**config.mk**
```make
export PLATFORM = sky130hd
export DESIGN_NAME = digit_chain_counter
export DESIGN_NICKNAME = d
export VERILOG_FILES = /design/src/rtl/stopwatch_pkg.sv /design/src/rtl/digit_cell.sv /design/src/rtl/digit_chain_counter.sv
export SDC_FILE = /design/constraint.sdc
export NUM_CORES = 1
export LEC_CHECK = 0
export ABC_AREA = 1
export CORE_MARGIN = 8
export CORE_UTILIZATION = 40
export CTS_CLUSTER_SIZE = 40
export DETAILED_ROUTE_END_ITERATION = 12
export PLACE_DENSITY = 0.64
export SYNTH_ARGS = -nofsm -noshare
export SYNTH_HDL_FRONTEND = slang
export SYNTH_HIERARCHICAL = 1
export SYNTH_SLANG_ARGS = --single-unit
export TNS_END_PERCENT = 100
```
**constraint.sdc**
```tcl
create_clock -name CLK -period 2 [get_ports CLK]
set_input_delay 0.3 -clock CLK [delete_from_list [all_inputs] [get_ports CLK]]
set_output_delay 0.3 -clock CLK [all_outputs]
set_load 0.05 [all_outputs]
```
**src/rtl/stopwatch_pkg.sv**
```systemverilog
// Shared types and defaults for the cascaded digit counter.
package stopwatch_pkg;

  localparam int DEF_DW = 4;

  typedef enum logic [1:0] {
    IDLE = 2'd0,
    RUN  = 2'd1,
    HALT = 2'd2
  } state_e;

endpackage

```
**src/rtl/digit_cell.sv**
```systemverilog
// One counter digit: clamped preload, wrap-around increment/decrement.
module digit_cell
  import stopwatch_pkg::*;
#(
  parameter int DW = DEF_DW
) (
  input  logic          clk,
  input  logic          rst,
  input  logic          step,
  input  logic          dir,
  input  logic [DW-1:0] max,
  input  logic          load,
  input  logic [DW-1:0] ld_val,
  output logic [DW-1:0] val,
  output logic          at_max,
  output logic          at_zero
);

  logic [DW-1:0] val_q, val_d;

  assign at_max  = (val_q == max);
  assign at_zero = (val_q == '0);
  assign val     = val_q;

  always_comb begin
    val_d = val_q;
    if (load) begin
      val_d = (ld_val > max) ? max : ld_val;
    end else if (step) begin
      if (dir) val_d = at_max  ? '0  : val_q + DW'(1);
      else     val_d = at_zero ? max  : val_q - DW'(1);
    end
  end

  always_ff @(posedge clk) begin
    if (rst) val_q <= '0;
    else     val_q <= val_d;
  end

endmodule

```
**src/rtl/digit_chain_counter.sv**
```systemverilog
// Cascaded mixed-radix counter with run/stop FSM, wrap-or-halt terminal handling.
module digit_chain_counter
  import stopwatch_pkg::*;
#(
  parameter int                  NDIG    = 4,
  parameter int                  DW      = DEF_DW,
  parameter logic [NDIG*DW-1:0]  DIG_MAX = 16'h5959
) (
  input  logic               CLK,
  input  logic               RST,
  input  logic               TICK,
  input  logic               M,
  input  logic               WRAP,
  input  logic               START,
  input  logic               STOP,
  input  logic               LD,
  input  logic [NDIG*DW-1:0] D,
  output logic [NDIG*DW-1:0] Q,
  output logic               TC,
  output logic               DONE,
  output logic               BUSY
);

  state_e state_q, state_d;
  logic   tc_q, tc_d;
  logic   done_q, done_d;

  logic [NDIG-1:0] at_max, at_zero, step;
  logic [NDIG:0]   chain_max, chain_zero;
  logic            terminal, count_en, advance;

  // chain_*[i] is high when every digit below i sits at max / zero
  always_comb begin
    chain_max[0]  = 1'b1;
    chain_zero[0] = 1'b1;
    for (int unsigned i = 0; i < NDIG; i++) begin
      chain_max[i+1]  = chain_max[i]  & at_max[i];
      chain_zero[i+1] = chain_zero[i] & at_zero[i];
    end
  end

  assign terminal = M ? chain_max[NDIG] : chain_zero[NDIG];
  assign count_en = (state_q == RUN) && TICK && !STOP && !LD;
  // A wrap is the ordinary cascade rolling every digit; only a halt suppresses stepping.
  assign advance  = count_en && !(terminal && !WRAP);

  for (genvar g = 0; g < NDIG; g++) begin : g_dig
    logic [DW-1:0] val;

    assign step[g] = advance && (M ? chain_max[g] : chain_zero[g]);

    digit_cell #(.DW(DW)) u_cell (
      .clk    (CLK),
      .rst    (RST),
      .step   (step[g]),
      .dir    (M),
      .max    (DIG_MAX[g*DW +: DW]),
      .load   (LD),
      .ld_val (D[g*DW +: DW]),
      .val    (val),
      .at_max (at_max[g]),
      .at_zero(at_zero[g])
    );

    assign Q[g*DW +: DW] = val;
  end

  always_comb begin
    state_d = state_q;
    done_d  = done_q;
    tc_d    = 1'b0;
    if (LD) begin
      state_d = IDLE;
      done_d  = 1'b0;
    end else begin
      case (state_q)
        IDLE: if (START && !STOP) state_d = RUN;
        RUN: begin
          if (STOP) begin
            state_d = IDLE;
          end else if (TICK && terminal) begin
            tc_d = 1'b1;
            if (!WRAP) begin
              state_d = HALT;
              done_d  = 1'b1;
            end
          end
        end
        HALT:    ;
        default: state_d = IDLE;
      endcase
    end
  end

  always_ff @(posedge CLK) begin
    if (RST) begin
      state_q <= IDLE;
      tc_q    <= 1'b0;
      done_q  <= 1'b0;
    end else begin
      state_q <= state_d;
      tc_q    <= tc_d;
      done_q  <= done_d;
    end
  end

  assign TC   = tc_q;
  assign DONE = done_q;
  assign BUSY = (state_q == RUN);

endmodule

```
==> flow_metrics.env <==
export IMPL_track_usage_pct=16.43
export IMPL_h_tree_depth=1
export IMPL_maxCapViolCount=0
export IMPL_drt_pass1_iter_count=4
export IMPL_cts_hold_buf=0
export IMPL_dr_total_vias=3513
export IMPL_wl_per_cell_um=11.24
export IMPL_finalCriticalPeriod_ns=1.966
export IMPL_slowest_delay_ns=0.35
export IMPL_crit_arrival_ns=2.14
export IMPL_place_gp_congestion=0.9208
export IMPL_ys_seq_elements=20
export IMPL_cp_start_kind="flop"
export IMPL_post_synth_num_cell_types=20
export IMPL_setup_viol=0
export IMPL_final_hold_viol_count=0
export IMPL_port_buffers=42
export IMPL_ir_drop_v=0.0002902
export IMPL_drc=0
export IMPL_die_x_um=98.71
export IMPL_cts_clk_slew_worst_paths_ns=0.09
export IMPL_avgSynthCellArea_um2=5.334
export IMPL_final_layout_size_suffix_gt1_share_pct=23.00
export IMPL_design_core_area_um2=6719
export IMPL_cts_tree="built"
export IMPL_dieHeight_um=98.71
export IMPL_clkLatencyLatePin_ns=0.27
export IMPL_cts_made_buffers=3
export IMPL_placed_area_um2=3915
export IMPL_status="completed"
export IMPL_end_kind="flop"
export IMPL_area_delta_synth_final_pct=53.41
export IMPL_gr_total_overflow=0
export IMPL_routed_wl_um=8330
export IMPL_powerDensity_nw_per_um2=443.2
export IMPL_start_util_pct=40.73
export IMPL_multi_input_area_um2=2287
export IMPL_p_leak_nw=2.310
export IMPL_grt_pass1_wl_um=13680
export IMPL_crit_buf_inv=5
export IMPL_netlist_area_um2=2736
export IMPL_register_area_um2=446.7
export IMPL_dieArea_um2=9744
export IMPL_clock_fmax_mhz=508.6
export IMPL_routed_via_density=4.741
export IMPL_detail_route_antenna_nets=0
export IMPL_num_io_pins=43
export IMPL_crit_chain="inv_2, nand2_1, nand2_1, nor2_2, nand2_2, inv_1, nand3_2, nand2_2, nand2_2, nor2_4, nand2_2, nand2_4, inv_4, nand3_2, inv_2, nor2_4, inv_2, o21bai_1, a21oi_1"
export IMPL_fin_area_um2=4198
export IMPL_worst_setup_path_type="flop to flop"
export IMPL_crit_path_frequent_cell="nand2_2"
export IMPL_layout_nets=710
export IMPL_slowest_stage="dfxtp_4"
export IMPL_hpwl_um=6566
export IMPL_slew_headroom_pct=66.46
export IMPL_cp_max_fo=4
export IMPL_post_route_util_pct=62.48
export IMPL_ys_seq_area_share_pct=14.63
export IMPL_netlist_instances=513
export IMPL_tns_ns=0
export IMPL_nFillCells=671
export IMPL_antenna_cells=0
export IMPL_drt_iter0_drc=128
export IMPL_hold_class="flop to flop"
export IMPL_rows=30
export IMPL_clkSinkCount=20
export IMPL_yosys_warnings=6
export IMPL_required_ns=2.17
export IMPL_rsz0062_at_grt="true"
export IMPL_grt_max_degree=19
export IMPL_period_share_pct=98.32
export IMPL_finalMaxSlewViolations=0
export IMPL_antenna_found_initial=0
export IMPL_worstMarginPinSlew_ns=0.5015
export IMPL_path_delay_family="simple AND/OR/NAND/NOR gates"
export IMPL_finClkSkew_ns=0.004707
export IMPL_clk_path_buf_depth=2
export IMPL_ctsRootBufferMaster="clkbuf_8"
export IMPL_grt_pass1_vias=3215
metrics by stage:
step	cells	worst slack (ns)	hold slack (ns)	total power, W
after global routing	741	-0.08676	0.5105	0.002015
after floorplan	551	-0.02200	0.4352	0.001063
after detailed placement	731	-0.1405	0.4424	0.001435
after CTS	735	0.01524	0.4628	0.001793
final	741	0.03367	0.4647	0.001861
after global placement	731	-0.04451	0.4413	0.001420
Yosys cell counts:
library cell | n | area (µm²)
o21a_1 | 4 | 30.03
nor3_1 | 2 | 10.01
or2_1 | 1 | 6.260
nor2_1 | 27 | 101.4
nand4_1 | 3 | 18.77
nor2_2 | 10 | 62.56
inv_1 | 95 | 356.6
nand3_1 | 68 | 340.3
dfxtp_1 | 20 | 400.4
nand2_2 | 6 | 37.54
o211ai_1 | 8 | 60.06
and3b_2 | 1 | 10.01
o21ai_2 | 1 | 8.760
nand2_1 | 174 | 653.1
inv_2 | 10 | 37.54
o21bai_1 | 4 | 30.03
a21oi_1 | 41 | 205.2
conb_1 | 2 | 7.510
ha_1 | 24 | 300.3
o21ai_0 | 12 | 60.06
worst register-to-register path, stage by stage (launching register included):
cell and delay, ns:
dfxtp_4 0.35, inv_2 0.05, nand2_1 0.05, nand2_1 0.05
nor2_2 0.11, nand2_2 0.07, inv_1 0.09, nand3_2 0.08
nand2_2 0.09, nand2_2 0.07, nor2_4 0.12, nand2_2 0.07
nand2_4 0.10, inv_4 0.05, nand3_2 0.06, inv_2 0.05
nor2_4 0.14, inv_2 0.06, o21bai_1 0.14, a21oi_1 0.05
per-layer routing:
layer | share of wire, % | routed length, µm | vias up | GRT usage, %
li1 | - | - | 1881 | -
met1 | 47 | 3892 | 1557 | 20.25
met2 | 48 | 4013 | 65 | 28.57
met3 | 3.7 | 305 | 10 | 2.255
met4 | 1.4 | 118 | 0 | 5.313
met5 | 0 | 0 | - | 0
registers in the layout (all words and copies together), names as in the netlist:
register,flops
DONE,1
TC,1
state_q,2
g_dig.u_cell/val,16
where the power goes:
part,internal [W],switching [W],leakage [nW]
logic,0.000454,0.000616,2.11
registers,0.000427,0.0000253,0.173
clock network,0.000176,0.000162,0.0288
placed cells by master, fill, tap and decap left out, drive strengths merged:
cell type	count
nand2	180
o21a	4
inv	105
o21ai	13
nand3	68
o21bai	4
dfxtp	20
nand4	3
a21oi	41
nor3	2
clkbuf	4
or2	1
nor2	37
and3b	1
o211ai	8
conb	40
buf	64
clkdlybuf4s50	42
ha	24
layout make-up:
type / instances / share of cell area (%)
multi-input cells: 426 / 54.49
well taps: 80 / 2.384
inverters: 105 / 9.627
clock buffers: 4 / 1.311
flip-flops and latches: 20 / 10.64
repair buffers: 106 / 21.55
cells by family (layout without fill, tap and decap cells):
family	Yosys count	in the layout	synth area share [%]
adders and majority gates	24	24	10.97
buffers and inverters	105	215	14.40
DFF	20	20	14.63
AOI/OAI and AO/OA	70	70	14.40
and+or+nand+nor	292	292	45.31
other	2	40	0.2745
final timing paths:
kind	startpoint	to	slack, ns	cells after the start
min reg2reg	DONE	DONE	0.46	2
min	DONE	DONE	0.46	2
max reg2reg	g_dig[1].u_cell/val[0]	g_dig[3].u_cell/val[2]	0.03	19
max	g_dig[1].u_cell/val[0]	g_dig[3].u_cell/val[2]	0.03	19
repair_timing:
action / 4_1_cts / 5_1_grt
resized for setup: 6 / 44
gates cloned: 0 / 0
setup buffers: 0 / 6
pin swaps: 1 / 18
setup endpoints to repair: 10 / 16
(Power assumes the default switching activity.)
